===== src/rtl/pwm_sample_feeder.sv =====
// Sample feeder for the baseband PWM DAC. It buffers signed samples, applies a Q1.7 gain and
// releases one rounded, saturated sample per PWM frame. Optional error feedback: PWM_FEED_NOISE_SHAPE_EN.
module pwm_sample_feeder #(
  parameter int IN_WIDTH   = 16,
  parameter int OUT_WIDTH  = 10,
  parameter int FIFO_DEPTH = 8
) (
  input  logic                        clk_in,
  input  logic                        rstn,
  input  logic                        feed_en,
  input  logic                        s_valid,
  output logic                        s_ready,
  input  logic [IN_WIDTH-1:0]         s_data,
  input  logic [7:0]                  gain,
  output logic [OUT_WIDTH-1:0]        data_out,
  output logic                        frame_tick,
  output logic [$clog2(FIFO_DEPTH):0] fifo_level,
  output logic                        underrun,
  input  logic                        underrun_clr
);
  localparam int AW = $clog2(FIFO_DEPTH);
  localparam int LW = AW + 1;
  localparam int PW = IN_WIDTH + 9;
  localparam int D  = IN_WIDTH - OUT_WIDTH;
  localparam int VW = IN_WIDTH + 1;

  localparam logic signed [PW-1:0] S_MAX = {{(PW-IN_WIDTH+1){1'b0}}, {(IN_WIDTH-1){1'b1}}};
  localparam logic signed [PW-1:0] S_MIN = {{(PW-IN_WIDTH+1){1'b1}}, {(IN_WIDTH-1){1'b0}}};
  localparam logic signed [VW-1:0] Q_MAX = {{(VW-OUT_WIDTH+1){1'b0}}, {(OUT_WIDTH-1){1'b1}}};
  localparam logic signed [VW-1:0] Q_MIN = {{(VW-OUT_WIDTH+1){1'b1}}, {(OUT_WIDTH-1){1'b0}}};

  logic [OUT_WIDTH-1:0] cnt_q, cnt_d;
  logic                 frame_tick_q, frame_tick_d;
  logic [IN_WIDTH-1:0]  mem_q [FIFO_DEPTH];
  logic [IN_WIDTH-1:0]  mem_d [FIFO_DEPTH];
  logic [AW-1:0]        wr_ptr_q, wr_ptr_d;
  logic [AW-1:0]        rd_ptr_q, rd_ptr_d;
  logic [LW-1:0]        level_q, level_d;
  logic [OUT_WIDTH-1:0] data_out_q, data_out_d;
  logic                 underrun_q, underrun_d;

  logic wrap, push, pop, empty_pop;

  logic signed [PW-1:0]        head_ext, gain_ext, prod, prod_sh;
  logic signed [IN_WIDTH-1:0]  s_sat;
  logic        [D-1:0]         addend;
  logic signed [VW-1:0]        v, v_sh;
  logic                        sat;
  logic        [OUT_WIDTH-1:0] q_sat;

  // The pop point is the edge on which cnt wraps, shared in lockstep with the PWM counter.
  assign wrap      = (cnt_q == {OUT_WIDTH{1'b1}});
  assign s_ready   = rstn & feed_en & (level_q < LW'(FIFO_DEPTH));
  assign push      = s_valid & s_ready;
  assign pop       = wrap & feed_en & (level_q != '0);
  assign empty_pop = wrap & feed_en & (level_q == '0);

  always_comb begin
    cnt_d        = cnt_q + OUT_WIDTH'(1);
    frame_tick_d = (cnt_d == {OUT_WIDTH{1'b1}});
  end

  always_comb begin
    mem_d    = mem_q;
    wr_ptr_d = wr_ptr_q;
    rd_ptr_d = rd_ptr_q;
    level_d  = level_q;
    if (!feed_en) begin
      wr_ptr_d = '0;
      rd_ptr_d = '0;
      level_d  = '0;
    end else begin
      if (push) begin
        mem_d[wr_ptr_q] = s_data;
        wr_ptr_d        = wr_ptr_q + AW'(1);
      end
      if (pop) begin
        rd_ptr_d = rd_ptr_q + AW'(1);
      end
      case ({push, pop})
        2'b10:   level_d = level_q + LW'(1);
        2'b01:   level_d = level_q - LW'(1);
        default: level_d = level_q;
      endcase
    end
  end

  // Gain, rescale to IN_WIDTH, then drop D bits with the rounding or error-feedback addend.
  always_comb begin
    head_ext = {{(PW-IN_WIDTH){mem_q[rd_ptr_q][IN_WIDTH-1]}}, mem_q[rd_ptr_q]};
    gain_ext = {{(PW-8){1'b0}}, gain};
    prod     = head_ext * gain_ext;
    prod_sh  = prod >>> 7;
    if (prod_sh > S_MAX) begin
      s_sat = {1'b0, {(IN_WIDTH-1){1'b1}}};
    end else if (prod_sh < S_MIN) begin
      s_sat = {1'b1, {(IN_WIDTH-1){1'b0}}};
    end else begin
      s_sat = prod_sh[IN_WIDTH-1:0];
    end
    v    = {s_sat[IN_WIDTH-1], s_sat} + {{(VW-D){1'b0}}, addend};
    v_sh = v >>> D;
    sat  = 1'b0;
    if (v_sh > Q_MAX) begin
      q_sat = {1'b0, {(OUT_WIDTH-1){1'b1}}};
      sat   = 1'b1;
    end else if (v_sh < Q_MIN) begin
      q_sat = {1'b1, {(OUT_WIDTH-1){1'b0}}};
      sat   = 1'b1;
    end else begin
      q_sat = v_sh[OUT_WIDTH-1:0];
    end
  end

  always_comb begin
    data_out_d = data_out_q;
    underrun_d = underrun_q;
    if (!feed_en) begin
      data_out_d = '0;
    end else if (pop) begin
      data_out_d = q_sat;
    end
    if (underrun_clr) underrun_d = 1'b0;
    if (empty_pop)    underrun_d = 1'b1;
  end

`ifdef PWM_FEED_NOISE_SHAPE_EN
  logic [D-1:0] err_q, err_d;

  // The residual carries only across real pops; a saturated result discards it.
  always_comb begin
    err_d = err_q;
    if (!feed_en) begin
      err_d = '0;
    end else if (pop) begin
      err_d = sat ? '0 : v[D-1:0];
    end
  end

  always_ff @(posedge clk_in or negedge rstn) begin
    if (!rstn) err_q <= '0;
    else       err_q <= err_d;
  end

  assign addend = err_q;
`else
  localparam logic [D-1:0] HALF = D'(1 << (D-1));
  assign addend = HALF;
`endif

  always_ff @(posedge clk_in or negedge rstn) begin
    if (!rstn) begin
      cnt_q        <= '0;
      frame_tick_q <= 1'b0;
      wr_ptr_q     <= '0;
      rd_ptr_q     <= '0;
      level_q      <= '0;
      data_out_q   <= '0;
      underrun_q   <= 1'b0;
    end else begin
      cnt_q        <= cnt_d;
      frame_tick_q <= frame_tick_d;
      wr_ptr_q     <= wr_ptr_d;
      rd_ptr_q     <= rd_ptr_d;
      level_q      <= level_d;
      data_out_q   <= data_out_d;
      underrun_q   <= underrun_d;
    end
  end

  always_ff @(posedge clk_in) begin
    mem_q <= mem_d;
  end

  assign data_out   = data_out_q;
  assign frame_tick = frame_tick_q;
  assign fifo_level = level_q;
  assign underrun   = underrun_q;

endmodule


===== config.mk =====
export PLATFORM = sky130hd
export DESIGN_NAME = pwm_sample_feeder
export DESIGN_NICKNAME = d
export VERILOG_FILES = /design/src/rtl/pwm_sample_feeder.sv
export SDC_FILE = /design/constraint.sdc
export NUM_CORES = 1
export LEC_CHECK = 0
export CELL_PAD_IN_SITES_DETAIL_PLACEMENT = 1
export CELL_PAD_IN_SITES_GLOBAL_PLACEMENT = 1
export CORE_AREA = 2 2 164 166
export CTS_BUF_LIST = sky130_fd_sc_hd__clkbuf_4 sky130_fd_sc_hd__clkbuf_8 sky130_fd_sc_hd__clkbuf_16
export CTS_CLUSTER_DIAMETER = 100
export DETAILED_ROUTE_END_ITERATION = 8
export DIE_AREA = 0 0 166 168
export PLACE_DENSITY_LB_ADDON = 0.25
export SLEW_MARGIN = 20
export SYNTH_ARGS = -nofsm -noshare
export SYNTH_HDL_FRONTEND = slang
export SYNTH_SLANG_ARGS = --single-unit
export TNS_END_PERCENT = 100

===== constraint.sdc =====
create_clock -name clk_in -period 13.52 [get_ports clk_in]
set_clock_uncertainty 0.05 [all_clocks]
set_input_delay 2.028 -clock clk_in [delete_from_list [all_inputs] [get_ports clk_in]]
set_output_delay 2.028 -clock clk_in [all_outputs]
set_load 0.01 [all_outputs]

# --- Yosys cells after proc, flatten, opt, wreduce, memory -nomap -nowiden ---
# Index checks and enable logic that the tools add are counted.
totals:
  reg_bits: 160
  latch_bits: 0
  ram_bits: 0
  romBits: 0
  input_bits: 29
  out_inout_bits: 17
  wordCells: 70
  n_memories: 0
classes:
  addsub: 6
  n_mul: 1
  n_div: 0
  order_cmp: 8
  n_eq_ne: 7
  shift: 0
  mux: 20
  bitwise: 8
  n_reduce_logical: 5
ops:
  columns: ["cell", "count"]
  rows:
  - ["$bwmux 128", 1]
  - ["$mux 16", 5]
  - ["$bmux 16 s3", 1]
  - ["$demux 16 s3", 1]
  - ["$mux 10", 4]
  - ["$mul 16x9->25", 1]
  - ["$eq 10x10->1 const B", 2]
  - ["$gt 18x16->1 const B", 1]
  - ["$lt 18x16->1 const B", 1]
  - ["$add 16x7->17 const B", 1]
  - ["$mux 3", 4]
  - ["$gt 11x10->1 const B", 1]
  - ["$lt 11x10->1 const B", 1]
  - ["$add 10x1->10 const B", 1]
  - ["$ge 4x4->1 const B", 2]
  - ["$not 3->4", 2]
  - ["$pmux 4 s2", 1]
  - ["$add 3x1->3 const B", 2]
  - ["$and 1x1->1", 6]
  - ["$add 4x1->4 const B", 1]
  - ["$logic_not 4->1", 1]
  - ["$lt 4x1->1 const B", 1]
  - ["$lt 4x4->1 const B", 1]
  - ["$mux 4", 1]
  - ["10 further kinds", 12]

# --- Logic depth before layout (Yosys ltp) ---
# Gate-level depths: netlist of run 1.
depth:
  ltp_word: 14
  depth_mapped: 33
  ltp_nobuf: 30

# --- Worst setup path before layout of run 1 ---
# Ideal clock, no wire load.
synth_timing:
  path_kind: "input to register"
  start: "in gain[1]"
  end: "reg data_out_q[2], in the netlist data_out[2]"
  setup_time_ns: 0.067
  t_arrival_ns: 8.491
  required_time_ns: 13.403
  path_slack_ns: 4.912
  stages: 29
  path_buffers: 3
  path_cell_list: "buf_2 clkbuf_1 and2_1 fa_1 inv_1 fa_1 inv_1 fa_1 inv_1 fa_1 inv_1 ha_1 a21o_1 o21bai_1 a2111oi_0 nor2_1 a311oi_2 xor2_2 o21ai_1 nand2_1 nand2_1 ha_1 clkbuf_1 inv_1 a31oi_1 a31oi_1 a211oi_2 and2b_1 a311o_1"
synth_between:
  elab_chain_cells: 10
  elab_cells_between_ends: 12
  classes_between: "1 x add/sub; 1 x mul; 4 x order compare; 6 x mux"
synth_rtl:
  columns: ["element", "line", "text"]
  rows:
  - ["start: declaration", "14", "input logic [7:0] gain,"]
  - ["$mul 16x9->25 (*)", "92", "prod = head_ext * gain_ext;"]
  - ["$lt 18x16->1", "96", "end else if (prod_sh < S_MIN) begin"]
  - ["$mux 16", "96", null]
  - ["$mux 16 (*)", "94", "if (prod_sh > S_MAX) begin"]
  - ["$add 16x7->17 (*)", "101", "v = {s_sat[IN_WIDTH-1], s_sat} + {{(VW-D){1'b0}}, addend};"]
  - ["$lt 11x10->1", "107", "end else if (v_sh < Q_MIN) begin"]
  - ["$mux 10", "107", null]
  - ["$mux 10 (*)", "104", "if (v_sh > Q_MAX) begin"]
  - ["$mux 10 (*)", "120", "end else if (pop) begin"]
  - ["$mux 10 (*)", "118", "if (!feed_en) begin"]
  - ["end signal: assignment", "166", "data_out_q <= data_out_d;"]
  - ["end: declaration", "39", "logic [OUT_WIDTH-1:0] data_out_q, data_out_d;"]
# Mark *: on every way between the ends. The rest lies on a longest branch, timed or not. The select of a mux whose other input is x is not followed.
# A chain may end at the register's enable or synchronous reset.

# --- Worst setup path after layout of run 1 ---
# Same ends and word-level chain as after synthesis.

==> results of run 1 <==
power by group:
| part | internal, W | switching (W) |
|---|---|---|
| registers | 0.000536 | 0.00000292 |
| clock network | 0.000251 | 0.000227 |
| logic | 0.000455 | 0.000788 |
| total | 0.00124 | 0.00102 |
per-stage QoR:
stage | cell area (sq um) | worst slack, ns | total power, W | hold slack [ns] | cells
CTS | 13020 | 3.879 | 0.002290 | 0.4561 | 1367
floorplan | 11550 | 4.912 | 0.001496 | 0.4080 | 965
finish | 13020 | 3.875 | 0.002261 | 0.4496 | 1367
detailed placement | 12410 | 3.439 | 0.001802 | 0.4428 | 1335
global placement | 12410 | 3.678 | 0.001785 | 0.4383 | 1335
global route | 13020 | 3.373 | 0.002460 | 0.4712 | 1367
synthesized netlist by cell type, drive strengths merged (3+ instances only):
library cell	instances
nand3	25
nand4	10
nor2	37
a21boi	4
nor4	3
buf	10
clkbuf	19
nor3	8
dfrtp	32
a31oi	7
mux2i	13
xnor2	18
and3	4
and2	27
nor2b	49
xor2	12
edfxtp	128
nand2b	33
o21ai	21
inv	152
a211oi	5
a41oi	4
ha	53
o22ai	3
o31ai	6
o21bai	3
mux2	13
a21o	5
mux4	30
fa	102
nand2	70
a21oi	30
worst max-delay path by stage:
stage          cells after the start          end  slack, ns    start
2_1_floorplan                     29  data_out[2]       4.91  gain[1]
3_3_place_gp                      27  data_out[2]       3.68  gain[1]
3_5_place_dp                      27  data_out[4]       3.44  gain[1]
4_1_cts                           27  data_out[2]       3.88  gain[1]
5_1_grt                           27  data_out[2]       3.37  gain[1]
6_report                          27  data_out[2]       3.88  gain[1]
kinds of logic after synthesis:
logic type	count (synthesis)
adder cells (fa/ha/maj)	155
flip-flops	160
buffers and inverters	181
AO/OA/AOI/OAI	108
AND/OR/NAND/NOR	275
multiplexers	56
XOR/XNOR	30
area by class of cell:
class,count,share of cell area [%]
multi-input combinational,624,47.77
sequential,160,35.67
inverter,152,4.381
timing repair buffer,58,4.208
tap,341,3.276
clock buffer,17,3.266
clock inverter,15,1.431
state kept, by name, summed over array words and instances, names as in the netlist:
name / flops
fifo_level: 4
rd_ptr_q: 3
wr_ptr_q: 3
mem_q: 128
underrun: 1
data_out: 10
frame_tick: 1
cnt_q: 10
critical path, cell delays in order:
cell and delay [ns]:
clkdlybuf4s50_1 0.89, and2_1 0.40, fa_1 0.57, inv_1 0.16, fa_1 0.56, inv_1 0.05
fa_1 0.47, inv_1 0.06, fa_1 0.53, inv_1 0.04, ha_1 0.36, a21o_1 0.19
o21bai_1 0.17, a2111oi_0 0.48, nor2_1 0.15, a311oi_2 0.33, xor2_2 0.18, o21ai_1 0.57
nand2_1 0.12, nand2_1 0.10, ha_1 0.32, inv_1 0.15, a31oi_1 0.18, a31oi_1 0.07
a211oi_2 0.50, and2b_1 0.22, a311o_1 0.11
placed cells by master, fill, tap and decap left out, types with 5 or more instances in the layout:
| cell type | n |
|---|---|
| a21oi_1 | 29 |
| o21ai_0 | 15 |
| buf_4 | 13 |
| a21o_1 | 5 |
| edfxtp_1 | 128 |
| xor2_1 | 11 |
| fa_1 | 102 |
| and2_1 | 26 |
| nand2b_1 | 32 |
| nor2b_1 | 49 |
| nand4_1 | 8 |
| nand2_1 | 70 |
| clkinv_8 | 6 |
| clkdlybuf4s50_1 | 45 |
| nand3_1 | 24 |
| o21ai_1 | 6 |
| clkbuf_16 | 17 |
| mux2_2 | 6 |
| inv_1 | 152 |
| mux2_1 | 7 |
| ha_1 | 53 |
| a31oi_1 | 7 |
| nor2_1 | 37 |
| mux2i_1 | 13 |
| mux4_2 | 30 |
| dfrtp_1 | 31 |
| xnor2_1 | 18 |
metal layers:
metal  global-route usage (%)  vias up
met5                        0        -
li1                         -     3382
met2                    35.23       95
met3                    2.844       17
met1                    25.56     3744
met4                    3.365        0
==> run metrics, run 1 <==
run status=completed; number of nets in the finished design=1197; routed length on met1=11.57 mm; Post-CTS Hold Buffers=0; wire length of the first global-routing pass=43.06 mm; Remaining DRCs=0; WP data arrival=9.96 ns; row cnt=60; Seq/Total Area, Yosys=40.19%; count of input and output buffers=45; total met2 wirelength after detailed routing=13.46 mm; Die Outline Area=27890 sq um; worst hold path endpoint=cnt_q[9]; final count of negative-setup-slack endpoints=0; RSZ-0062 raised after global routing=no; Placer Congestion=0.8012; Synth cell types=73; DIE HEIGHT=168 um; share of post-route cells with drive strength above 1=10.14%; total standard cell area after synthesis=11550 sq um; antenna diode count=0; clock tree from TritonCTS=done; HPWL after detailed placement=19.03 mm; type of the most critical hold path=flop to flop; topmost layer with routed signal wires=met4; endpoint of the worst register-to-register path=data_out[2]; Synthesized Nets=1149; via count of the first global-routing pass=8036; adder-cell share of the synthesized area=23.41%; total global routing overflow=0; critical path fanouts, max=19; count of flip-flops with a built-in enable after synthesis=128; maximum buffer depth of the clock tree=2; Critical Path Start Type=primary input; setup slack, reg-to-reg=4.40 ns; number of gates resized after CTS=0; startpoint of the tightest hold check path=cnt_q[9]; required time at the worst-slack endpoint=13.84 ns; multiplexer fraction of the synthesized cell area=8.240%; share of the synthesized netlist area taken by xor and xnor gates=2.339%; number of buffers added by the clock tree synthesis step=17; H-tree Lvls=4; dominant synthesized flop cell=edfxtp_1; Worst R2R Start=rd_ptr_q[0]; CTS sink count=160; met3 wire len=591 um; worst slew slack as a fraction of its limit=32.26%; min Tclk post-route=9.645 ns; Pre-antenna DRT Iters=4; Clk Latency, worst-skew pair=0.43 ns; biggest area contributors in the synthesized netlist=edfxtp_1 33%, fa_1 18%, dfrtp_1 6.9%; number of max-cap violations=0; routed vias=7238; maximum clock rate=103.7 MHz; warning count from the yosys run=0; Avg Inst Size Synth=11.97 sq um; drt via density=5.295; area taken by flip-flops and latches=4646 sq um; width of the die=166 um; portion of synthesized cell area occupied by the leading cell type=33.26%; Initial Util=43.85%; core area=26350 sq um; clock slew at the register clock pins of the worst setup and hold paths=0.07 ns; sum of routed wire length over all layers=25.83 mm; antenna violations before repair=0; final critical-path share of the clock period=71.34%; post-synthesis cell type with the largest combined area=edfxtp_1; area added between synthesis and finish=12.71%; nature of the critical path endpoint=flop; depth of the worst register-to-register path=28; ys async rst share=20.00%; GRT Resource Usage Total=19.56%; complex-gate fraction of the synthesized area=6.833%; synthesized flop and latch total=160; power density over the cells=173.6 nW/um^2; number of filler cells placed in the layout=2757; Final TNS setup=0 ns; hold violation total from the final report=0; largest net degree at the start of global routing=40; post-CTS setup buffer count=0; final core area utilization=49.43%; DR iter-0 viols=340; cell depth of the worst hold path=1; leakage power figure=5.301 nW; multi-input logic area=6221 sq um; dominant combinational cell family by area after synthesis=adder cells; share of synthesized cell area in and, or, nand and nor gates=12.91%; Ports=46; final count of pins violating max slew=0; Wirelength per Cell=18.89 um; maximum ir drop on the vdd rail=0.1101 mV; Setup Crit Path Kind=primary input to flop; Slew @ Worst Pin=0.9878 ns; number of antenna-violating nets in the routed design=0; Mapped Cells=965; CTS Root Cell=clkbuf_16
No activity file was read; power rests on OpenSTA's default activity.
==> inputs of run 2 (changes only) <==
- clock period: 13.52 -> 8.9 ns (I/O delays scaled with it)
==> run 2 against run 1 <==
Effect of this change:
- clock-buffer cell count is 1 higher
- sequential share of layout area fell by 0.51 points
- highest routed layer unchanged
- critical path type is now flop to flop
- power increased by 57%
- register-to-register slack worse by 3.8 ns
- via count rose by 1.7%
- combinational power rose by 60%
==> run metrics, run 2 (same netlist as run 1, synthesis figures left out) <==
Remaining DRCs=0 (unchanged); clock tree from TritonCTS=done (unchanged); run status=completed (unchanged); total global routing overflow=0 (unchanged); width of the die=166 um (unchanged); final critical-path share of the clock period=92.75%; final hold slack=0.4540 ns (was 0.4496 ns); peak per-stage delay on the critical path=0.60 ns (was 0.89 ns); Ports=46 (unchanged); number of buffers and inverters on the critical path=6 (unchanged); Setup Crit Path Kind=flop to flop (was primary input to flop); library cell contributing the largest single delay on the critical path=dfrtp_2 (was clkdlybuf4s50_1); setup slack, reg-to-reg=0.65 ns (was 4.40 ns); routed vias=7363 (was 7238); Slew @ Worst Pin=0.9467 ns (was 0.9878 ns); critical path fanouts, max=21 (was 19); final core area utilization=50.15% (was 49.43%); share of post-route cells with drive strength above 1=12.02% (was 10.14%); multi-input logic area=6232 sq um (was 6221 sq um); area added between synthesis and finish=14.36% (was 12.71%); most common cell after layout, fill and taps aside=inv_1 (unchanged); Overall Power=0.003555 W (was 0.002261 W); Initial Util=43.85% (unchanged); hold violation total from the final report=0 (unchanged); antenna violations before repair=0 (unchanged); CTS Root Cell=clkbuf_16 (unchanged); largest net degree at the start of global routing=34 (was 40); core area=26350 sq um (unchanged); number of filler cells placed in the layout=2756 (was 2757); power density over the cells=269.1 nW/um^2 (was 173.6 nW/um^2); area taken by flip-flops and latches=4646 sq um (unchanged); min Tclk post-route=8.255 ns; Wirelength per Cell=19.75 um (was 18.89 um); drt via density=5.301 (was 5.295); maximum clock rate=121.1 MHz; number of antenna-violating nets in the routed design=0 (unchanged); row cnt=60 (unchanged); nature of the critical path endpoint=flop (unchanged); H-tree Lvls=4 (unchanged); leakage power figure=5.412 nW (was 5.301 nW); post-route insts no fill=1389 (was 1367); Die Outline Area=27890 sq um (unchanged); WP data arrival=8.51 ns (was 9.96 ns); top library cells by usage in the layout, fill and taps aside=152 x inv_1, 128 x edfxtp_1, 102 x fa_1 (unchanged); required time at the worst-slack endpoint=9.15 ns (was 13.84 ns); number of max-cap violations=0 (unchanged); clock slew at the register clock pins of the worst setup and hold paths=0.06 ns (was 0.07 ns); register ranked first by flip-flop count=mem_q (unchanged); maximum ir drop on the vdd rail=0.1778 mV (was 0.1101 mV); antenna diode count=0 (unchanged); GRT Resource Usage Total=21.03% (was 19.56%); maximum buffer depth of the clock tree=2 (unchanged); CTS sink count=160 (unchanged); Clk Latency, worst-skew pair=0.42 ns (was 0.43 ns); Critical Path Start Type=flop (was primary input); DIE HEIGHT=168 um (unchanged); Pre-antenna DRT Iters=5 (was 4); Placer Congestion=0.8120 (was 0.8012); via count of the first global-routing pass=8323 (was 8036); worst slew slack as a fraction of its limit=36.65% (was 32.26%); CP top delay family=adder cells (unchanged); number of buffers added by the clock tree synthesis step=17 (unchanged); count of input and output buffers=45 (unchanged); wire length of the first global-routing pass=45.73 mm (was 43.06 mm); placed instance count=1357 (was 1335); RSZ-0062 raised after global routing=no (unchanged); HPWL after detailed placement=21.25 mm (was 19.03 mm); max FFs per register=128 (unchanged); number of nets in the finished design=1219 (was 1197); type of the most critical hold path=flop to flop (unchanged); sum of routed wire length over all layers=27.43 mm (was 25.83 mm); final count of pins violating max slew=0 (unchanged); DR iter-0 viols=343 (was 340); Top cell by count, worst path=inv_1 (unchanged); final count of negative-setup-slack endpoints=0 (unchanged); Final TNS setup=0 ns (unchanged)
==> run 2: timing repair <==
action | 4_1_cts | 5_1_grt
resized for setup | 0 | 2
hold buffers | 0 | 0
buffers inserted | 0 | 0
endpoints found under the setup margin | 0 | 9
==> run 2: where the power goes <==
group          switching, W  leakage [nW]  internal (W)
clock              0.000298         0.296      0.000450
sequential       0.00000467          1.58      0.000815
combinational       0.00126          3.53      0.000730
total               0.00156          5.41       0.00200
==> run 2: final timing paths <==
kind                        startpoint     endpoint  depth (start not counted)
setup / recovery           rd_ptr_q[0]  data_out[2]                         29
hold / removal                cnt_q[9]     cnt_q[9]                          1
setup reg to reg           rd_ptr_q[0]  data_out[2]                         29
hold reg to reg               cnt_q[9]     cnt_q[9]                          1
max in group asynchronous         rstn  rd_ptr_q[0]                          2
min in group asynchronous         rstn  data_out[9]                          2
==> run 2: cell type report <==
type | count | area share, %
clock buffers | 18 | 3.276
flip-flops and latches | 160 | 35.16
well taps | 341 | 3.229
inverters | 152 | 4.318
clock inverters | 14 | 1.364
repair buffers | 80 | 5.492
multi-input cells | 624 | 47.16
==> run 2: worst register-to-register path, delay by kind of cell (launching register included) <==
| family | cells | cell delay, ns |
|---|---|---|
| flip-flops | 1 | 0.60 |
| XOR/XNOR | 1 | 0.35 |
| AO/OA/AOI/OAI | 10 | 2.32 |
| AND/OR/NAND/NOR | 4 | 0.52 |
| buffers and inverters | 6 | 0.65 |
| multiplexers | 2 | 0.87 |
| adder cells (fa/ha/maj) | 6 | 2.79 |
==> run 2: stage by stage <==
step                      worst slack (ns)  cell area [sq um]
after floorplan                     0.7294              11550
after global placement              0.2097              12590
after detailed placement           0.04118              12590
after CTS                           0.2688              13200
after global routing               0.01703              13210
final                               0.6454              13210
==> run 2: metal layers <==
metal / global-route usage [%] / up-vias / wire (um)
met5: 0 / - / 0
met4: 4.386 / 0 / 107
met3: 3.009 / 6 / 895
met2: 38.23 / 87 / 14700
met1: 26.92 / 3847 / 11730
li1: - / 3423 / -
